File: src/rtl/bcd_updown_counter_7seg.sv
// NUM_DIGITS-wide BCD up/down counter with prescaler, parallel load, wrap pulse and 7-segment decode.
// Optional: define LEADING_ZERO_BLANK_EN to blank leading-zero digits on the displays.
module bcd_updown_counter_7seg #(
  parameter int NUM_DIGITS     = 2,
  parameter int CLK_DIV        = 50000000,
  parameter bit SEG_ACTIVE_LOW = 1'b1
) (
  input  logic                    clk,
  input  logic                    reset,
  input  logic                    enable,
  input  logic                    up_down,
  input  logic                    load,
  input  logic [4*NUM_DIGITS-1:0] load_value,
  output logic [4*NUM_DIGITS-1:0] bcd,
  output logic [7*NUM_DIGITS-1:0] seg,
  output logic                    wrap
);

  localparam int PW = (CLK_DIV > 1) ? $clog2(CLK_DIV) : 1;
  localparam logic [PW-1:0] PRESC_MAX = PW'(CLK_DIV - 1);
  localparam logic [6:0] SEG_OFF = SEG_ACTIVE_LOW ? 7'h7F : 7'h00;

  logic [PW-1:0]           presc_q, presc_d;
  logic [4*NUM_DIGITS-1:0] digits_q, digits_d;
  logic                    wrap_q, wrap_d;
  logic                    tick;
  logic                    carry;
  logic [NUM_DIGITS-1:0]   blank;

  // Active-high pattern, bit order {g,f,e,d,c,b,a}.
  function automatic logic [6:0] seg_decode(input logic [3:0] d);
    case (d)
      4'd0:    seg_decode = 7'b0111111;
      4'd1:    seg_decode = 7'b0000110;
      4'd2:    seg_decode = 7'b1011011;
      4'd3:    seg_decode = 7'b1001111;
      4'd4:    seg_decode = 7'b1100110;
      4'd5:    seg_decode = 7'b1101101;
      4'd6:    seg_decode = 7'b1111101;
      4'd7:    seg_decode = 7'b0000111;
      4'd8:    seg_decode = 7'b1111111;
      4'd9:    seg_decode = 7'b1101111;
      default: seg_decode = 7'b0000000;
    endcase
  endfunction

  always_comb begin
    presc_d  = presc_q;
    digits_d = digits_q;
    wrap_d   = 1'b0;
    carry    = 1'b1;
    tick     = enable && (presc_q == PRESC_MAX);
    if (load) begin
      presc_d = '0;
      for (int i = 0; i < NUM_DIGITS; i++)
        digits_d[i*4 +: 4] = (load_value[i*4 +: 4] > 4'd9) ? 4'd0 : load_value[i*4 +: 4];
    end else if (tick) begin
      presc_d = '0;
      // carry doubles as the borrow when counting down; it survives the top digit only on wrap
      for (int i = 0; i < NUM_DIGITS; i++) begin
        if (carry) begin
          if (up_down) begin
            if (digits_q[i*4 +: 4] == 4'd9) digits_d[i*4 +: 4] = 4'd0;
            else begin
              digits_d[i*4 +: 4] = digits_q[i*4 +: 4] + 4'd1;
              carry = 1'b0;
            end
          end else begin
            if (digits_q[i*4 +: 4] == 4'd0) digits_d[i*4 +: 4] = 4'd9;
            else begin
              digits_d[i*4 +: 4] = digits_q[i*4 +: 4] - 4'd1;
              carry = 1'b0;
            end
          end
        end
      end
      wrap_d = carry;
    end else if (enable) begin
      presc_d = presc_q + PW'(1);
    end
  end

  always_ff @(posedge clk or posedge reset) begin
    if (reset) begin
      presc_q  <= '0;
      digits_q <= '0;
      wrap_q   <= 1'b0;
    end else begin
      presc_q  <= presc_d;
      digits_q <= digits_d;
      wrap_q   <= wrap_d;
    end
  end

`ifdef LEADING_ZERO_BLANK_EN
  always_comb begin
    logic run;
    run   = 1'b1;
    blank = '0;
    for (int i = NUM_DIGITS - 1; i >= 1; i--) begin
      run      = run && (digits_q[i*4 +: 4] == 4'd0);
      blank[i] = run;
    end
  end
`else
  assign blank = '0;
`endif

  always_comb begin
    seg = '0;
    for (int i = 0; i < NUM_DIGITS; i++) begin
      if (blank[i])            seg[i*7 +: 7] = SEG_OFF;
      else if (SEG_ACTIVE_LOW) seg[i*7 +: 7] = ~seg_decode(digits_q[i*4 +: 4]);
      else                     seg[i*7 +: 7] = seg_decode(digits_q[i*4 +: 4]);
    end
  end

  assign bcd  = digits_q;
  assign wrap = wrap_q;

endmodule

File: config.mk
export PLATFORM = sky130hd
export DESIGN_NAME = bcd_updown_counter_7seg
export DESIGN_NICKNAME = d
export VERILOG_FILES = /design/src/rtl/bcd_updown_counter_7seg.sv
export SDC_FILE = /design/constraint.sdc
export NUM_CORES = 1
export LEC_CHECK = 0
export ABC_CLOCK_PERIOD_IN_PS = 2100
export CORE_MARGIN = 2
export CORE_UTILIZATION = 45
export DETAILED_ROUTE_END_ITERATION = 10
export DONT_BUFFER_PORTS = 1
export GPL_ROUTABILITY_DRIVEN = 0
export SLEW_MARGIN = 20
export SYNTH_ARGS = -nofsm -noshare
export SYNTH_HDL_FRONTEND = slang
export SYNTH_SLANG_ARGS = --single-unit
File: constraint.sdc
create_clock -name clk -period 2.1 [get_ports clk]
set_input_delay 0.63 -clock clk [delete_from_list [all_inputs] [get_ports clk]]
set_output_delay 0.63 -clock clk [all_outputs]
set_load 0.02 [all_outputs]
* Word-level counts from Yosys, hierarchy flattened *
Memory sizes are Yosys's and may differ from the RTL's.
Index checks and enable logic that the tools add are counted.

word-level totals
  bits in read-only memories = 224
  input port bits = 13
  flip-flop bits (word level) = 35
  output and inout bits = 23
  memories kept = 2

memories
  memory           depth  width  rd ports  clocked after Yosys merged registers in  wr ports  line  RTL
  (no name shown)  16     7      1         0                                        0         32    case (d)
  (no name shown)  16     7      1         0                                        0         32

operators by class
  add/sub/neg operators = 5
  reduce and logical (&&, ||, !) cells = 7
  muxes and demuxes = 25
  magnitude comparators = 2
  bitwise operators = 2
  equality and inequality tests = 3

operators by type and width
  operator                                                            count
  26-bit 2-to-1 mux                                                   3
  4-bit 2-to-1 mux                                                    9
  26-bit by 1-bit adder with 26-bit output, second input constant     1
  26-bit == test, second input constant                               1
  8-bit 2-to-1 mux                                                    2
  7-bit inverter                                                      2
  1-bit 2-to-1 mux                                                    11
  4-bit by 1-bit adder with 4-bit output, second input constant       2
  4-bit == test, second input constant                                2
  4-bit greater-than comparator, second input constant                2
  4-bit zero test                                                     2
  4-bit by 1-bit subtractor with 4-bit output, second input constant  2
  2-bit nonzero test                                                  2
  3-bit nonzero test                                                  1
  2-bit AND reduction                                                 1
  1-bit logical AND                                                   1

* Longest topological paths before layout *
  word-level depth = 8
  mapped depth = 7

* Worst setup path after synthesis *
Ideal clock, no wire load.

  path type = reg-to-reg
  start = register digits_q[1], in the netlist bcd[1]
  end = register digits_q[5], in the netlist bcd[5]
  buffers on the path = 0
  required time = 2,018 ps
  path slack = -152 ps
  data arrival time = 2,170 ps
  cell stages (with the launch flop) = 8
  library setup time = 82 ps
  cell sequence = dfrtp_1 -> inv_1 -> ha_1 -> or3b_2 -> a21oi_1 -> nand4_4 -> mux2_4 -> o22ai_2

between the ends
  longest elaborated chain between the ends = 7
  elaborated cells on any way between the ends = 9

RTL lines
  item                                              line    RTL
  start, declared                                   24      logic [4*NUM_DIGITS-1:0] digits_q, digits_d;
  start signal, assigned                            90      digits_q <= digits_d;
  4-bit == test or 4-bit zero test (tied branches)  63, 69
  1-bit 2-to-1 mux (on tied branches)               63, 69
  1-bit 2-to-1 mux (*)                              62      if (up_down) begin
  1-bit 2-to-1 mux (*)                              57      end else if (tick) begin
  1-bit 2-to-1 mux (*)                              53      if (load) begin
  2-bit nonzero test (no line) (*)                  --
  2-bit AND reduction (no line) (*)                 --

Every way passes the cells marked *; elsewhere a longest branch is shown, timed or not. The select of a mux whose other input is x is not followed.
A chain may end at the register's enable or synchronous reset.

* Worst setup path after layout *
  start = register digits_q[0], in the netlist bcd[0]
  end = output port seg[0]

between the ends
  longest elaborated chain between the ends = 2

RTL lines
  item               line  RTL
  memory 16 x 7 bit  --
  7-bit inverter     113   else if (SEG_ACTIVE_LOW) seg[i*7 +: 7] = ~seg_decode(digits_q[i*4 +: 4]);
  end, declared      15    output logic [7*NUM_DIGITS-1:0] seg,

No other way between the ends.

==> qor.yml <==
floorplanning:
  dieArea_um2: 6470
  fp.dieW_um: 80.4
  core_um2: 5570
  floorplan.die.height_um: 80.4
  placementRows: 27
  floorplan.initialDensity_pct: 47.2
  i_o_pin_cnt: 36
routing:
  route.detailed.drc: 0
  highest_layer: "met4"
  route.detailed.wl_per_inst_um: 15.9
  drt_first_pass_iters: 4
  detail_route.iter0.violations: 122
  drt.antenna.violating_nets: 0
  viasPerCell: 5.76
  m1WireLength_um: 2980
  totalWireLength_um: 6830
  detailroute.wirelength.met2_um: 3400
  vias: 2470
  met3_length_um: 375
placement:
  place_ws_ps: 85.8
  post-place-cells: 408
  io_buffer_count: 0
  hpwl_um: 4470
layout:
  n_antenna_cell: 0
  nFillCells: 490
  final_util_pct: 60.4
  fraction_of_layout_cells_with_a_size_suffix_above_1_pct: 31.1
  nNetsFinal: 382
  final_cell_count_no_fill: 429
  area_growth_syn_to_layout_pct: 28.1
synthesis:
  synth_largest_area_cell: "dfrtp_1"
  netlist_area_um2: 2630
  xor_xnor_cell_area_share_of_the_yosys_netlist_pct: 7.33
  ys_seq_elements: 35
  post-synth-top-area-fraction_pct: 33.3
  synth_compound_area_share_pct: 15.9
  yosys-top-cells-area: "dfrtp_1 (33%), nor2_1 (6.6%), ha_1 (6.2%), xor2_1 (5.0%), nand2_1 (4.1%)"
  synthFlopType: "dfrtp_1"
  ys_async_sr_fraction_pct: 100
  avgSynthCellArea_um2: 8.32
  muxShareOfSynthArea_pct: 2.95
  post_synth_fa_ha_maj_area_fraction_pct: 6.19
  postSynthCellCount: 316
  synth_top_cells_by_count: "nor2_1 (46), dfrtp_1 (35), nand2_1 (29), a21oi_1 (19), o21ai_0 (18)"
  synth_most_common_cell: "nor2_1"
  synth-simple-area-share_pct: 30.4
  count_of_yosys_warnings_during_synthesis: 0
  syn_nets: 342
  dominant_combinational_cell_family_by_area_after_synthesis: "simple AND/OR/NAND/NOR gates"
  yosys.cell_types.count: 56
  number_of_enable_flip_flop_cells_after_synthesis: 0
  share_of_synthesized_area_occupied_by_flip_flops_and_latches_pct: 33.3
grt:
  antenna_found_initial: 0
  grt_start_max_net_pins: 36
  gr-total-overflow: 0
  grt_use_total_pct: 21.0
  grt_pass1_vias: 2222
  grt_pass1_wl_um: 10800
setup_path:
  type_of_element_launching_the_critical_path: "register"
  critical_path_class: "register to output pin"
  critical_path_peak_fanout: 3
  critPathRequiredTime_ps: 1470
  critPathCaptureType: "output pin"
  critical_path_arrival_ps: 1500
pwr:
  leak_nw: 1.42
  power_per_cell_area_nw_per_um2: 522
  internal-power_mw: 1.17
  share_seq_of_total_power_pct: 41.0
  power_dissipated_by_switching_net_loads_uw: 588
  power_switching_share_pct: 33.4
  clock_network_fraction_of_total_power_pct: 26.8
  irDropWorstVdd_v: 0.000312
  power.share.combinational_pct: 32.2
cts:
  cts.clk_slew.worst_paths_ps: 70
  clock_insertion_delay_worst_skew_ps: 280
  cts_tree: "yes"
  clock-sinks: 35
  clk_root_buffer_cell: "clkbuf_8"
  holdBufCountCts: 0
  clock_path_buffers: 2
  cts-buffers-inserted: 5
  htree_levels: 2
timing:
  timing.slew.headroom_pct: 65.2
  tns_ps: -93.8
  final-max-slew-violation-count: 0
  hold_violations: 0
  setup_repair_after_global_routing_missed_its_margin: "yes"
  timing_worst_slew_pin_value_ps: 519
  setup_viol: 6
  part_of_the_cycle_the_worst_path_needs_pct: 102
  final_critical_path_setup_slack_ps: -31.9
  fin_skew_ps: 2.46
  finalCriticalPeriod_ps: 2130
  max_freq_mhz: 469
run_status:
  failed_checks: "negative setup slack"
  status: "complete, but fails checks"
job:
  cap_viol_max_count: 0
hold_path:
  min-delay-path-class: "input pin to async pin"
state kept, by name, summed over array words and instances, names as in the netlist:
signal and cells:
presc_q 26, bcd 8, wrap 1
layout by cell type, fill, tap and decap left out, types with 9 or more instances in the layout:
master and n:
a21oi_1 12, buf_4 40, dfrtp_1 29, inv_1 9
nand2_1 27, nand3_1 14, nand4_1 10, nor2_1 42
o21ai_0 15, xor2_1 15
logic make-up (layout without fill, tap and decap cells):
logic type                 count (synthesis)  count (layout)
AOI/OAI and AO/OA                         67              67
xor gates and xnor gates                  22              22
adders and majority gates                 13              13
buffers and inverters                     26              67
DFF                                       35              35
muxes                                      5               5
and+or+nand+nor                          148             148
per-layer routing:
layer | global-route usage [%] | up-vias
met2 | 35.0 | 78
met3 | 4.38 | 10
li1 | - | 1203
met5 | 0 | -
met4 | 5.25 | 0
met1 | 27.7 | 1179
critical path, stage by stage (launching register included):
cell     delay (ps)
dfrtp_2         430
buf_6           140
ha_4            160
or2_4           250
a21oi_4         180
nor2_4           70
through the flow:
stage	instance area [um2]	power [mW]	hold slack [ps]
2_1_floorplan	2650	1.04	518
3_3_place_gp	2940	1.16	546
3_5_place_dp	2940	1.16	559
4_1_cts	3170	1.68	354
5_1_grt	3370	1.85	381
6_report	3370	1.76	337
area by class of cell:
cell class              count  area, um2  area share, %
clock buffers               7       76.3           2.27
clock inverters             1       5.00          0.149
inverters                  13       56.3           1.67
multi-input cells         255       1890           56.0
flip-flops and latches     35        883           26.2
well taps                  72       90.1           2.68
repair buffers             46        370           11.0
path summary, 6_finish.rpt:
kind	endpoint	startpoint	depth (start not counted)	slack [ps]
max	seg[0]	bcd[0]$_DFFE_PP0P_	5	-30
min	presc_q[6]$_DFFE_PP0P_	reset	2	340
max reg2reg	bcd[5]$_DFFE_PP0P_	bcd[1]$_DFFE_PP0P_	7	70
min reg2reg	presc_q[1]$_DFFE_PP0P_	presc_q[1]$_DFFE_PP0P_	2	570
max in group asynchronous	bcd[0]$_DFFE_PP0P_	reset	2	1410
min in group clk	presc_q[1]$_DFFE_PP0P_	load	1	410
timing repair:
| action | 4_1_cts | 5_1_grt |
|---|---|---|
| gates resized for setup | 32 | 26 |
| setup buffers | 3 | 10 |
| endpoints found under the setup margin | 10 | 15 |
| hold endpoints to repair | 0 | 0 |
| pin swaps | 7 | 17 |
power by group through the flow:
| stage | Combinational [mW] | Clock (mW) | Sequential, mW |
|---|---|---|---|
| floorplan | 0.292 | 0 | 0.744 |
| CTS | 0.481 | 0.484 | 0.719 |
| global placement | 0.430 | 0 | 0.727 |
| detailed placement | 0.429 | 0 | 0.726 |
| finish | 0.565 | 0.472 | 0.721 |
| global route | 0.609 | 0.514 | 0.722 |
No activity file was read; power rests on OpenSTA's default activity.
